===== config.mk =====
export PLATFORM = sky130hd
export DESIGN_NAME = alu_mul_seq
export DESIGN_NICKNAME = d
export VERILOG_FILES = /design/src/rtl/alu_pkg.sv /design/src/rtl/alu.sv /design/src/rtl/alu_mul_seq.sv
export SDC_FILE = /design/constraint.sdc
export NUM_CORES = 1
export LEC_CHECK = 0
export CORE_MARGIN = 2
export CORE_UTILIZATION = 50
export CTS_CLUSTER_DIAMETER = 40
export CTS_CLUSTER_SIZE = 14
export DETAILED_ROUTE_END_ITERATION = 16
export PLACE_DENSITY = 0.79
export SETUP_SLACK_MARGIN = 0.1
export SYNTH_ARGS = -nofsm -noshare
export SYNTH_HDL_FRONTEND = slang
export SYNTH_SLANG_ARGS = --single-unit

===== constraint.sdc =====
create_clock -name clk -period 12.3 [get_ports clk]
set_input_delay 1.23 -clock clk [delete_from_list [all_inputs] [get_ports clk]]
set_output_delay 1.23 -clock clk [all_outputs]
set_load 0.02 [all_outputs]

===== src/rtl/alu_pkg.sv =====
// Shared types and control words for the Hack ALU and the multiply sequencer.
package alu_pkg;

   typedef enum logic [1:0] {
      IDLE = 2'd0,
      ADD  = 2'd1,
      DBL  = 2'd2,
      DONE = 2'd3
   } mul_state_t;

   typedef struct packed {
      logic zx;
      logic nx;
      logic zy;
      logic ny;
      logic f;
      logic no;
   } alu_ctrl_t;

   localparam alu_ctrl_t ALU_CTRL_ADD   = 6'b000010;
   localparam alu_ctrl_t ALU_CTRL_PASSX = 6'b001010;
   localparam alu_ctrl_t ALU_CTRL_ZERO  = 6'b101010;

endpackage


===== src/rtl/alu.sv =====
// Hack ALU: combinational zero/negate preprocessing, add-or-and, optional output negate.
module alu
   import alu_pkg::*;
#(
   parameter int WIDTH = 16
) (
   input  logic [WIDTH-1:0] x,
   input  logic [WIDTH-1:0] y,
   input  alu_ctrl_t        ctrl,
   output logic [WIDTH-1:0] out,
   output logic             zr,
   output logic             ng
);

   logic [WIDTH-1:0] x_z_s, x_n_s, y_z_s, y_n_s, f_s;

   // Operand conditioning, function select and flag generation.
   always_comb begin
      x_z_s = ctrl.zx ? {WIDTH{1'b0}} : x;
      x_n_s = ctrl.nx ? ~x_z_s : x_z_s;
      y_z_s = ctrl.zy ? {WIDTH{1'b0}} : y;
      y_n_s = ctrl.ny ? ~y_z_s : y_z_s;
      f_s   = ctrl.f ? (x_n_s + y_n_s) : (x_n_s & y_n_s);
      out   = ctrl.no ? ~f_s : f_s;
      zr    = (out == {WIDTH{1'b0}});
      ng    = out[WIDTH-1];
   end

endmodule


===== src/rtl/alu_mul_seq.sv =====
// Shift-and-add 16-bit multiplier that issues every add/doubling through one Hack ALU.
// Optional macro ALU_MUL_EARLY_EXIT_EN: finish as soon as no multiplier bits remain.
module alu_mul_seq
   import alu_pkg::*;
#(
   parameter int WIDTH = 16
) (
   input  logic             clk,
   input  logic             rst_n,
   input  logic             req_valid,
   output logic             req_ready,
   input  logic [WIDTH-1:0] req_a,
   input  logic [WIDTH-1:0] req_b,
   output logic             resp_valid,
   input  logic             resp_ready,
   output logic [WIDTH-1:0] resp_prod,
   output logic             resp_zr,
   output logic             resp_ng,
   output logic             busy
);

   mul_state_t       state_r, state_nxt_s;
   logic [WIDTH-1:0] acc_r, m_r, q_r;
   logic [3:0]       idx_r;
   logic             zr_r, ng_r;
   logic             last_s;

   alu_ctrl_t        ctrl_s;
   logic [WIDTH-1:0] alu_x_s, alu_y_s, alu_out_s;
   logic             alu_zr_s, alu_ng_s;

   alu #(.WIDTH(WIDTH)) u_alu (
      .x    (alu_x_s),
      .y    (alu_y_s),
      .ctrl (ctrl_s),
      .out  (alu_out_s),
      .zr   (alu_zr_s),
      .ng   (alu_ng_s)
   );

   // Detect the final ADD of an operation.
   always_comb begin
`ifdef ALU_MUL_EARLY_EXIT_EN
      last_s = (idx_r == 4'd15) ||
               ((q_r >> ({1'b0, idx_r} + 5'd1)) == {WIDTH{1'b0}});
`else
      last_s = (idx_r == 4'd15);
`endif
   end

   // ALU operand/control steering and next-state decode.
   always_comb begin
      alu_x_s     = acc_r;
      alu_y_s     = m_r;
      ctrl_s      = ALU_CTRL_ZERO;
      state_nxt_s = state_r;
      case (state_r)
         IDLE: begin
            if (req_valid) begin
               state_nxt_s = ADD;
            end else begin
               state_nxt_s = IDLE;
            end
         end
         ADD: begin
            ctrl_s      = q_r[idx_r] ? ALU_CTRL_ADD : ALU_CTRL_PASSX;
            state_nxt_s = last_s ? DONE : DBL;
         end
         DBL: begin
            alu_x_s     = m_r;
            alu_y_s     = m_r;
            ctrl_s      = ALU_CTRL_ADD;
            state_nxt_s = ADD;
         end
         DONE: begin
            if (resp_ready) begin
               state_nxt_s = IDLE;
            end else begin
               state_nxt_s = DONE;
            end
         end
         default: begin
            state_nxt_s = IDLE;
         end
      endcase
   end

   // Datapath and state registers; flags latch on every ADD so the last one survives into DONE.
   always_ff @(posedge clk or negedge rst_n) begin
      if (!rst_n) begin
         state_r <= IDLE;
         acc_r   <= {WIDTH{1'b0}};
         m_r     <= {WIDTH{1'b0}};
         q_r     <= {WIDTH{1'b0}};
         idx_r   <= 4'd0;
         zr_r    <= 1'b1;
         ng_r    <= 1'b0;
      end else begin
         state_r <= state_nxt_s;
         case (state_r)
            IDLE: begin
               if (req_valid) begin
                  acc_r <= {WIDTH{1'b0}};
                  m_r   <= req_a;
                  q_r   <= req_b;
                  idx_r <= 4'd0;
               end
            end
            ADD: begin
               acc_r <= alu_out_s;
               zr_r  <= alu_zr_s;
               ng_r  <= alu_ng_s;
            end
            DBL: begin
               m_r   <= alu_out_s;
               idx_r <= idx_r + 4'd1;
            end
            default: begin
               acc_r <= acc_r;
            end
         endcase
      end
   end

   assign req_ready  = (state_r == IDLE);
   assign resp_valid = (state_r == DONE);
   assign busy       = (state_r != IDLE);
   assign resp_prod  = acc_r;
   assign resp_zr    = zr_r;
   assign resp_ng    = ng_r;

endmodule


==> flow_metrics.env, run 1 <==
export IMPL_worst_path_max_delay_cell="or4b_2"
export IMPL_clock_latency_ns=0.32
export IMPL_cts_tree="built"
export IMPL_nets=487
export IMPL_yosys_area_share_xor_xnor=0.0305
export IMPL_start_kind="flip-flop"
export IMPL_p_per_area_mw_per_mm2=214
export IMPL_crit_arrival_ns=4.83
export IMPL_boundaryPins=57
export IMPL_port_buffers=56
export IMPL_grt_pass1_wl_um=14600
export IMPL_synth_compound_area_share=0.165
export IMPL_fmax_ghz=0.218
export IMPL_yosys_area_share_simple=0.171
export IMPL_synth_edf_count=0
export IMPL_core_sq_mm=0.00725
export IMPL_synthAdderAreaFrac=0.0725
export IMPL_timing_slew_headroom=0.362
export IMPL_synth_ff_type="dfrtp_1"
export IMPL_ys_warn_count=0
export IMPL_cts_setup_buffers=0
export IMPL_cts_htree_levels=2
export IMPL_netlist_area_sq_mm=0.00373
export IMPL_die_y_um=90.4
export IMPL_async_flop_share=1.00
export IMPL_std_cell_rows=31
export IMPL_drcViolationCount=0
export IMPL_synth_top_family_by_area="simple AND/OR/NAND/NOR gates"
export IMPL_synthDistinctLibCells=55
export IMPL_cts_root_buffer="clkbuf_8"
export IMPL_via_count=3122
export IMPL_num_fill_cells=624
export IMPL_worstHoldPathType="flip-flop to flip-flop"
export IMPL_worst_slew_pin_slew_ns=0.955
export IMPL_path_clk_slew_ns=0.11
export IMPL_crit_fanout=15
export IMPL_worst_setup_path_end_kind="flip-flop"
export IMPL_cts_buffer_depth=2
export IMPL_grtUsageTotal=0.216
export IMPL_gp_congestion=0.967
export IMPL_first_pass_iters=5
export IMPL_fin_tns_setup_ns=0
export IMPL_fin_crit_sh=0.373
export IMPL_routedWlPerCell_um=16.5
export IMPL_muxShareOfSynthArea=0.156
export IMPL_cap_violations=0
export IMPL_grt_max_degree=57
export IMPL_status="complete, no violations"
export IMPL_synthCells=384
export IMPL_ant_nets=0
export IMPL_place_ws_ns=7.77
export IMPL_start_util=0.514
export IMPL_grt_pass1_vias=3020
export IMPL_area_delta_synth_final_pct=19.5
export IMPL_fin_area_sq_mm=0.00445
export IMPL_cpLargestDelayFamily="simple AND/OR/NAND/NOR gates"
export IMPL_grt_antenna_before_repair=0
export IMPL_diodes=0
export IMPL_crit_chain="mux4_2, mux2i_1, mux2i_1, nand2_1, nand2_1, and2_1, ha_1, fa_1, xor2_1, or4b_2, nor4b_1, nand4b_1, o31ai_2"
export IMPL_syn_area_per_cell_sq_um=9.71
export IMPL_setup_viol=0
export IMPL_cp_slowest_stage_delay_ns=0.62
export IMPL_irDropWorstVdd_v=0.000184
export IMPL_cp_data_required_time_ns=12.54
export IMPL_seq_area_frac_synth=0.376
export IMPL_final_layout_size_suffix_gt1_frac=0.109
export IMPL_hold_viol=0
export IMPL_die_w_um=90.4
export IMPL_cts_sinks=56
export IMPL_slew_viol_final=0
export IMPL_hpwlAfterDp_um=6270
export IMPL_dieArea_sq_mm=0.00816
export IMPL_rsz0062_at_grt="no"
export IMPL_holdBufCountCts=0
export IMPL_crit_type="flip-flop to flip-flop"
export IMPL_ys_seq_elements=56
export IMPL_fin_ws_ns=7.71
export IMPL_place_area_sq_mm=0.00436
export IMPL_p_leak_nw=1.84
export IMPL_post_route_min_period_ns=4.59
export IMPL_wirelength_um=8750
export IMPL_cts_repair_resized=0
export IMPL_grt_overflow=0
export IMPL_clock_skew_ns=0.0100
export IMPL_via_per_inst=5.89
export IMPL_drtIter0Drc=158
export IMPL_path_buf_inv=0
export IMPL_syn_num_nets=441
export IMPL_numCtsBuffers=5
cell families after synthesis:
kind of cell / Yosys count
adder cells (fa/ha/maj): 21
multiplexers: 51
buffers and inverters: 27
flip-flops: 56
AO/OA/AOI/OAI: 92
XOR/XNOR: 13
AND/OR/NAND/NOR: 124
metrics by stage:
step,power (mW),hold slack [ns],instances,util
final,0.953,0.502,530,0.614
after floorplan,0.684,0.463,384,-
after global placement,0.832,0.482,522,0.601
after CTS,0.956,0.507,530,0.614
after detailed placement,0.845,0.481,522,0.601
after global routing,1.02,0.515,530,0.614
sequential cells by signal, indices dropped and copies added, names as in the netlist:
| register | cells |
|---|---|
| alu_y_s | 16 |
| q_r | 16 |
| resp_prod | 16 |
| idx_r | 4 |
| state_r | 2 |
| resp_ng | 1 |
| resp_zr | 1 |
layout by cell type, fill, tap and decap left out, drive strengths merged, types with 4 or more instances in the layout:
cell,Yosys,final
o21ai,40,40
xor2,6,6
a21oi,11,11
clkbuf,14,5
mux2i,30,30
inv,6,8
dfrtp,55,55
and2,17,17
nor2,14,14
nand2,40,40
nor3,6,6
a21o,5,5
nor2b,18,18
buf,7,5
a211oi,4,4
nand2b,5,5
xnor2,7,7
clkdlybuf4s50,0,55
mux4,4,4
mux2,17,17
nand3,9,9
a22o,9,9
ha,20,20
layer usage:
metal  part of all wire  vias to the layer above  global-route usage  wire length [um]
li1                   -                     1466                   -                 -
met1               0.46                     1527               0.294              4000
met2               0.48                      115               0.358              4230
met3              0.044                       14              0.0292               385
met4              0.015                        0              0.0692               129
met5                  0                        -                   0                 0
worst paths after layout:
kind / start / endpoint / slack, ns / cells after the start
max: idx_r[2] / resp_zr / 7.71 / 13
min: alu_y_s[7] / alu_y_s[7] / 0.50 / 1
max reg2reg: idx_r[2] / resp_zr / 7.71 / 13
min reg2reg: alu_y_s[7] / alu_y_s[7] / 0.50 / 1
max in group asynchronous: rst_n / resp_prod[11] / 10.79 / 2
min in group asynchronous: rst_n / resp_prod[3] / 1.04 / 2
area by class of cell:
type	count	area, sq um	share of cell area
inverters	6	22.5	0.00506
repair buffers	60	586	0.131
well taps	99	124	0.0278
multi-input cells	301	2230	0.500
clock inverters	3	25.0	0.00562
flip-flops and latches	56	1400	0.315
clock buffers	5	68.8	0.0154
cell usage after synthesis (2+ instances only):
cell type  count  area, sq um
nand2_1       40          150
a21oi_1       11         55.1
nor2_1        14         52.6
mux2i_1       30          300
nor4_1         3         18.8
xnor2_1        7         61.3
xor2_1         6         52.6
dfrtp_1       55         1380
a211oi_1       3         22.5
o21ai_1        7         35.0
o211ai_1       3         22.5
a221oi_1       2         17.5
nor2b_1       18          113
nand3_1        9         45.0
o21a_1         2         15.0
mux4_2         4         90.1
or2_2          2         12.5
nand2b_1       5         31.3
a22o_1         8         70.1
o21bai_1       2         15.0
buf_2          3         15.0
and3_1         3         18.8
nor3_1         6         30.0
clkbuf_1      13         48.8
o21ai_0       33          165
a31oi_1        3         18.8
and2_1        17          106
buf_1          4         15.0
mux2_2        17          191
a21o_1         5         37.5
ha_1          20          250
inv_1          6         22.5
where the power goes:
part,internal (mW),total (mW),switching (mW)
sequential,0.257,0.310,0.0526
combinational,0.236,0.533,0.297
clock,0.0418,0.110,0.0677
(Power assumes the default switching activity.)
==> run 2, diff against run 1 <==
--- a/config.mk
+++ b/config.mk
@@ -6,11 +6,11 @@
 export NUM_CORES = 1
 export LEC_CHECK = 0
 export CORE_MARGIN = 2
-export CORE_UTILIZATION = 50
+export CORE_UTILIZATION = 49
 export CTS_CLUSTER_DIAMETER = 40
 export CTS_CLUSTER_SIZE = 14
 export DETAILED_ROUTE_END_ITERATION = 16
-export PLACE_DENSITY = 0.79
+export PLACE_DENSITY = 0.8
 export SETUP_SLACK_MARGIN = 0.1
 export SYNTH_ARGS = -nofsm -noshare
 export SYNTH_HDL_FRONTEND = slang
==> constraint.sdc (replaced) <==
create_clock -name clk -period 3.99 [get_ports clk]
set_input_delay 0.399 -clock clk [delete_from_list [all_inputs] [get_ports clk]]
set_output_delay 0.399 -clock clk [all_outputs]
set_load 0.02 [all_outputs]
==> run 2 against run 1 <==
Flip-flop and latch count unchanged. First-iteration DRC count increased by 21%. Sequential power rose to 3.1 times the previous value. Non-clock buffer count is 39 higher. Clock skew fell by 0.00078 ns. Register-to-register slack got worse by 7.6 ns. Via count is 10% higher. Sequential share of layout area is 3.1 points lower. Maximum frequency increased by 17%. Power grew to 3.6 times the previous value. Critical path type unchanged. Largest cell class unchanged.
==> flow_metrics.env, run 2 (same netlist as run 1, synthesis figures left out) <==
export IMPL_place_area_sq_mm=0.00448
export IMPL_grt_max_degree=42
export IMPL_dieArea_sq_mm=0.00832
export IMPL_hpwlAfterDp_um=6930
export IMPL_fin_ws_ns=0.0704
export IMPL_wirelength_um=10700
export IMPL_fin_crit_sh=0.982
export IMPL_start_util=0.511
export IMPL_worst_slew_pin_slew_ns=0.919
export IMPL_reg2reg_depth=15
export IMPL_via_per_inst=6.05
export IMPL_cp_data_required_time_ns=4.23
export IMPL_grt_pass1_wl_um=17700
export IMPL_grt_overflow=0
export IMPL_die_w_um=91.2
export IMPL_diodes=0
export IMPL_path_clk_slew_ns=0.12
export IMPL_slew_viol_final=0
export IMPL_worstHoldPathType="input port to async pin"
export IMPL_rsz0062_at_grt="yes"
export IMPL_place_ws_ns=-0.0284
export IMPL_area_delta_synth_final_pct=32.6
export IMPL_final_cell_mix="55 x clkdlybuf4s50_1, 54 x dfrtp_1, 39 x nand2_1"
export IMPL_hold_viol=0
export IMPL_top_usage_layer="met2"
export IMPL_cts_htree_levels=2
export IMPL_grt_pass1_vias=3625
export IMPL_ant_nets=0
export IMPL_drcViolationCount=0
export IMPL_grtUsageTotal=0.263
export IMPL_p_per_area_mw_per_mm2=696
export IMPL_nets=526
export IMPL_worst_setup_path_end_kind="flip-flop"
export IMPL_port_buffers=56
export IMPL_cts_root_buffer="clkbuf_8"
export IMPL_fmax_ghz=0.255
export IMPL_gp_congestion=0.905
export IMPL_setup_viol=0
export IMPL_irDropWorstVdd_v=0.000519
export IMPL_grt_antenna_before_repair=0
export IMPL_p_leak_nw=2.08
export IMPL_gr_usage_met3=0.0531
export IMPL_post_route_min_period_ns=3.92
export IMPL_core_sq_mm=0.00729
export IMPL_cts_tree="built"
export IMPL_start_kind="flip-flop"
export IMPL_via_count=3442
export IMPL_final_layout_size_suffix_gt1_frac=0.234
export IMPL_num_fill_cells=578
export IMPL_met2_usage=0.446
export IMPL_boundaryPins=57
export IMPL_std_cell_rows=31
export IMPL_first_pass_iters=5
export IMPL_cap_violations=0
export IMPL_status="complete, no violations"
export IMPL_die_y_um=91.2
export IMPL_crit_arrival_ns=4.16
export IMPL_cts_sinks=56
export IMPL_numCtsBuffers=5
export IMPL_routedWlPerCell_um=18.9
export IMPL_clock_latency_ns=0.32
export IMPL_cts_buffer_depth=2
export IMPL_clock_skew_ns=0.00924
export IMPL_fin_area_sq_mm=0.00494
export IMPL_crit_fanout=7
export IMPL_timing_slew_headroom=0.386
export IMPL_grt_util_met1=0.323
export IMPL_crit_type="flip-flop to flip-flop"
export IMPL_layout_commonest_cell="clkdlybuf4s50_1"
export IMPL_drtIter0Drc=191
run 2: worst max-delay path, stage by stage (launching register included):
cell and delay [ns]:
dfrtp_2 0.46, mux4_2 0.54, mux2i_2 0.20, mux2i_1 0.12, nand2_1 0.12, nand2_2 0.10, buf_6 0.15, and2_4 0.16
ha_4 0.16, or4_4 0.54, o21bai_4 0.20, a31oi_1 0.18, o21ai_1 0.10, xor2_1 0.18, or3b_1 0.40, o31ai_2 0.22
run 2: repair_timing:
action                                  CTS  global route
endpoints found under the setup margin    2            10
hold buffers                              1             0
endpoints found under the hold margin    15             0
resized for setup                        12            24
pin swaps                                 8            11
setup buffers                            23             3
run 2: layer usage:
layer  up-vias  part of all wire
met2       140              0.50
met5         -                 0
met4         0             0.035
li1       1552                 -
met1      1709              0.41
met3        41             0.051
run 2: worst paths after layout:
path | startpoint | endpoint | slack, ns
min reg2reg | alu_y_s[14] | alu_y_s[14] | 0.51
min in group clk | alu_y_s[14] | alu_y_s[14] | 0.51
max in group asynchronous | rst_n | idx_r[2] | 2.60
max | idx_r[2] | resp_zr | 0.07
max reg2reg | idx_r[2] | resp_zr | 0.07
min | rst_n | alu_y_s[5] | 0.51
run 2: where the power goes:
| part | internal (mW) | total (mW) | switching, mW |
|---|---|---|---|
| clock network | 0.130 | 0.346 | 0.217 |
| registers | 0.794 | 0.973 | 0.179 |
| logic | 1.02 | 2.12 | 1.10 |
| total | 1.94 | 3.44 | 1.49 |
run 2: layout make-up:
class	instances	area, sq um	share of cell area
clock buffers	5	68.8	0.0139
repair buffers	99	908	0.184
flip-flops and latches	56	1400	0.284
multi-input cells	301	2390	0.483
well taps	99	124	0.0251
clock inverters	3	27.5	0.00557
inverters	6	22.5	0.00456
run 2: per-stage QoR:
stage | TNS (ns) | total power, mW | util | instances | hold WS (ns)
final | 0 | 3.44 | 0.678 | 569 | 0.512
after global routing | -0.125 | 3.66 | 0.678 | 569 | 0.531
after CTS | 0 | 3.24 | 0.659 | 568 | 0.516
after detailed placement | -0.0284 | 2.71 | 0.614 | 536 | 0.342
after global placement | 0 | 2.67 | 0.614 | 536 | 0.329
after floorplan | 0 | 2.11 | - | 384 | 0.103
==> run 3, diff against run 2 <==
--- a/config.mk
+++ b/config.mk
@@ -10,7 +10,7 @@
 export CTS_CLUSTER_DIAMETER = 40
 export CTS_CLUSTER_SIZE = 14
 export DETAILED_ROUTE_END_ITERATION = 16
-export PLACE_DENSITY = 0.8
+export PLACE_DENSITY_LB_ADDON = 0.2
 export SETUP_SLACK_MARGIN = 0.1
 export SYNTH_ARGS = -nofsm -noshare
 export SYNTH_HDL_FRONTEND = slang
==> run 3 against run 2 <==
Via count decreased by 3.6%. Clock power fell by 3%. Worst hold slack lost 0.30 ns. Count of clock-buffer cells in the layout grew 1. Flip-flop and latch count unchanged. Routed wire length shrank 7.4%. Combinational power hardly changed. Register-to-register slack is essentially flat. Power fell by 0.27%. Critical path depth is 7 higher. Critical path type unchanged.
==> flow_metrics.env, run 3 (same netlist as run 1, synthesis figures left out) <==
export IMPL_boundaryPins=57
export IMPL_combPwrFrac=0.618
export IMPL_path_clk_slew_ns=0.10
export IMPL_slew_viol_final=0
export IMPL_diodes=0
export IMPL_numCtsBuffers=5
export IMPL_die_y_um=91.2
export IMPL_p_per_area_mw_per_mm2=692
export IMPL_cts_sinks=56
export IMPL_fin_area_sq_mm=0.00496
export IMPL_num_fill_cells=567
export IMPL_crit_type="flip-flop to flip-flop"
export IMPL_hold_viol=0
export IMPL_clock_latency_ns=0.31
export IMPL_final_cell_mix="55 x clkdlybuf4s50_1, 54 x dfrtp_1, 44 x buf_4"
export IMPL_cts_root_buffer="clkbuf_8"
export IMPL_port_buffers=56
export IMPL_place_area_sq_mm=0.00447
export IMPL_routedWlPerCell_um=17.4
export IMPL_switchingPower_mw=1.45
export IMPL_grt_max_degree=57
export IMPL_crit_chain="mux4_2, mux2i_1, mux2i_1, nand2_1, buf_4, buf_4, buf_4, buf_4, buf_4, buf_4, buf_4, buf_4, buf_4, buf_4, buf_4, buf_4, buf_4, buf_4, buf_4, o221ai_4, xnor2_2, mux2_4"
export IMPL_cap_violations=0
export IMPL_std_cell_rows=31
export IMPL_multi_input_area_sq_mm=0.00241
export IMPL_seqPwrFrac=0.284
export IMPL_cp_data_required_time_ns=4.20
export IMPL_pwr_share_clk=0.098
export IMPL_nets=528
export IMPL_drcViolationCount=0
export IMPL_cts_tree="built"
export IMPL_first_pass_iters=4
export IMPL_worst_setup_path_end_kind="flip-flop"
export IMPL_start_kind="flip-flop"
export IMPL_layout_commonest_cell="clkdlybuf4s50_1"
export IMPL_hpwlAfterDp_um=6760
export IMPL_drtIter0Drc=156
export IMPL_clock_skew_ns=0.00796
export IMPL_setup_viol=0
export IMPL_swShare=0.423
export IMPL_gp_congestion=0.902
export IMPL_worst_slew_pin_slew_ns=0.893
export IMPL_cp_slowest_stage_delay_ns=0.47
export IMPL_grt_overflow=0
export IMPL_start_util=0.511
export IMPL_worst_path_max_delay_cell="dfrtp_2"
export IMPL_dieArea_sq_mm=0.00832
export IMPL_final_layout_size_suffix_gt1_frac=0.242
export IMPL_power_total_mw=3.43
export IMPL_power_internal_mw=1.98
export IMPL_cts_buffer_depth=2
export IMPL_worstHoldPathType="input port to async pin"
export IMPL_status="complete, no violations"
export IMPL_fmax_ghz=0.255
export IMPL_area_delta_synth_final_pct=33.0
export IMPL_via_count=3318
export IMPL_holdBufCountCts=0
export IMPL_crit_fanout=5
export IMPL_wirelength_um=9950
export IMPL_register_area_sq_mm=0.00140
export IMPL_post_route_min_period_ns=3.93
export IMPL_fin_crit_sh=0.984
export IMPL_crit_arrival_ns=4.13
export IMPL_critPathMostFrequentCell="buf_4"
export IMPL_p_leak_nw=2.06
export IMPL_grt_pass1_wl_um=16000
export IMPL_grt_pass1_vias=3260
export IMPL_core_sq_mm=0.00729
export IMPL_irDropWorstVdd_v=0.000486
export IMPL_timing_slew_headroom=0.404
export IMPL_die_w_um=91.2
export IMPL_grt_antenna_before_repair=0
export IMPL_ant_nets=0
export IMPL_rsz0062_at_grt="yes"
export IMPL_cts_htree_levels=2
export IMPL_via_per_inst=5.81
export IMPL_grtUsageTotal=0.239
-- run 3: power groups by stage --
stage	Clock (mW)	Combinational [mW]	Sequential, mW
6_report	0.336	2.12	0.975
3_5_place_dp	0	1.76	0.979
2_1_floorplan	0	1.14	0.971
5_1_grt	0.367	2.29	1.00
4_1_cts	0.346	1.94	0.970
3_3_place_gp	0	1.72	0.975
-- run 3: per-layer routing --
layer  up-vias  part of all wire  global-route usage  wire (um)
met3        26             0.049              0.0398        487
li1       1553                 -                   -          -
met1      1640              0.43               0.323       4320
met5         -                 0                   0          0
met2        99              0.49               0.396       4880
met4         0             0.026              0.0732        260
-- run 3: path summary, 6_finish.rpt --
check                      depth (start not counted)           to  slack [ns]         from
max in group asynchronous                          2     idx_r[2]        3.26        rst_n
min                                                2   alu_y_s[6]        0.21        rst_n
min in group clk                                   1  alu_y_s[13]        0.52  alu_y_s[13]
max reg2reg                                       22      resp_ng        0.06     idx_r[2]
min reg2reg                                        1  alu_y_s[13]        0.52  alu_y_s[13]
max                                               22      resp_ng        0.06     idx_r[2]
-- run 3: final cells by class --
cell class,count,share of cell area
clock buffers,6,0.0167
clock inverters,2,0.00278
inverters,6,0.00454
multi-input cells,301,0.487
flip-flops and latches,56,0.283
well taps,99,0.0250
repair buffers,101,0.181
-- run 3: what timing repair did --
| action | CTS | global route |
|---|---|---|
| resized for setup | 9 | 28 |
| setup buffers | 22 | 7 |
| setup endpoints to repair | 4 | 13 |
| pin swaps | 4 | 16 |
-- run 3: worst max-delay path, delay by kind of cell, from the launching register on --
| family | cells | cell delay (ns) |
|---|---|---|
| buf+inv | 15 | 1.88 |
| mux | 4 | 0.98 |
| flops | 1 | 0.47 |
| compound gates | 1 | 0.22 |
| xor+xnor | 1 | 0.14 |
| simple gates | 1 | 0.13 |
-- run 3: stage by stage --
step           setup WS (ns)  hold slack (ns)  instances  setup TNS (ns)   util
3_3_place_gp          0.0754            0.487        537               0  0.613
2_1_floorplan          0.223            0.103        384               0      -
3_5_place_dp          -0.144            0.492        537          -0.155  0.613
6_report              0.0642            0.213        571               0  0.680
4_1_cts                0.100            0.242        567               0  0.654
5_1_grt               -0.130            0.273        571          -0.303  0.680
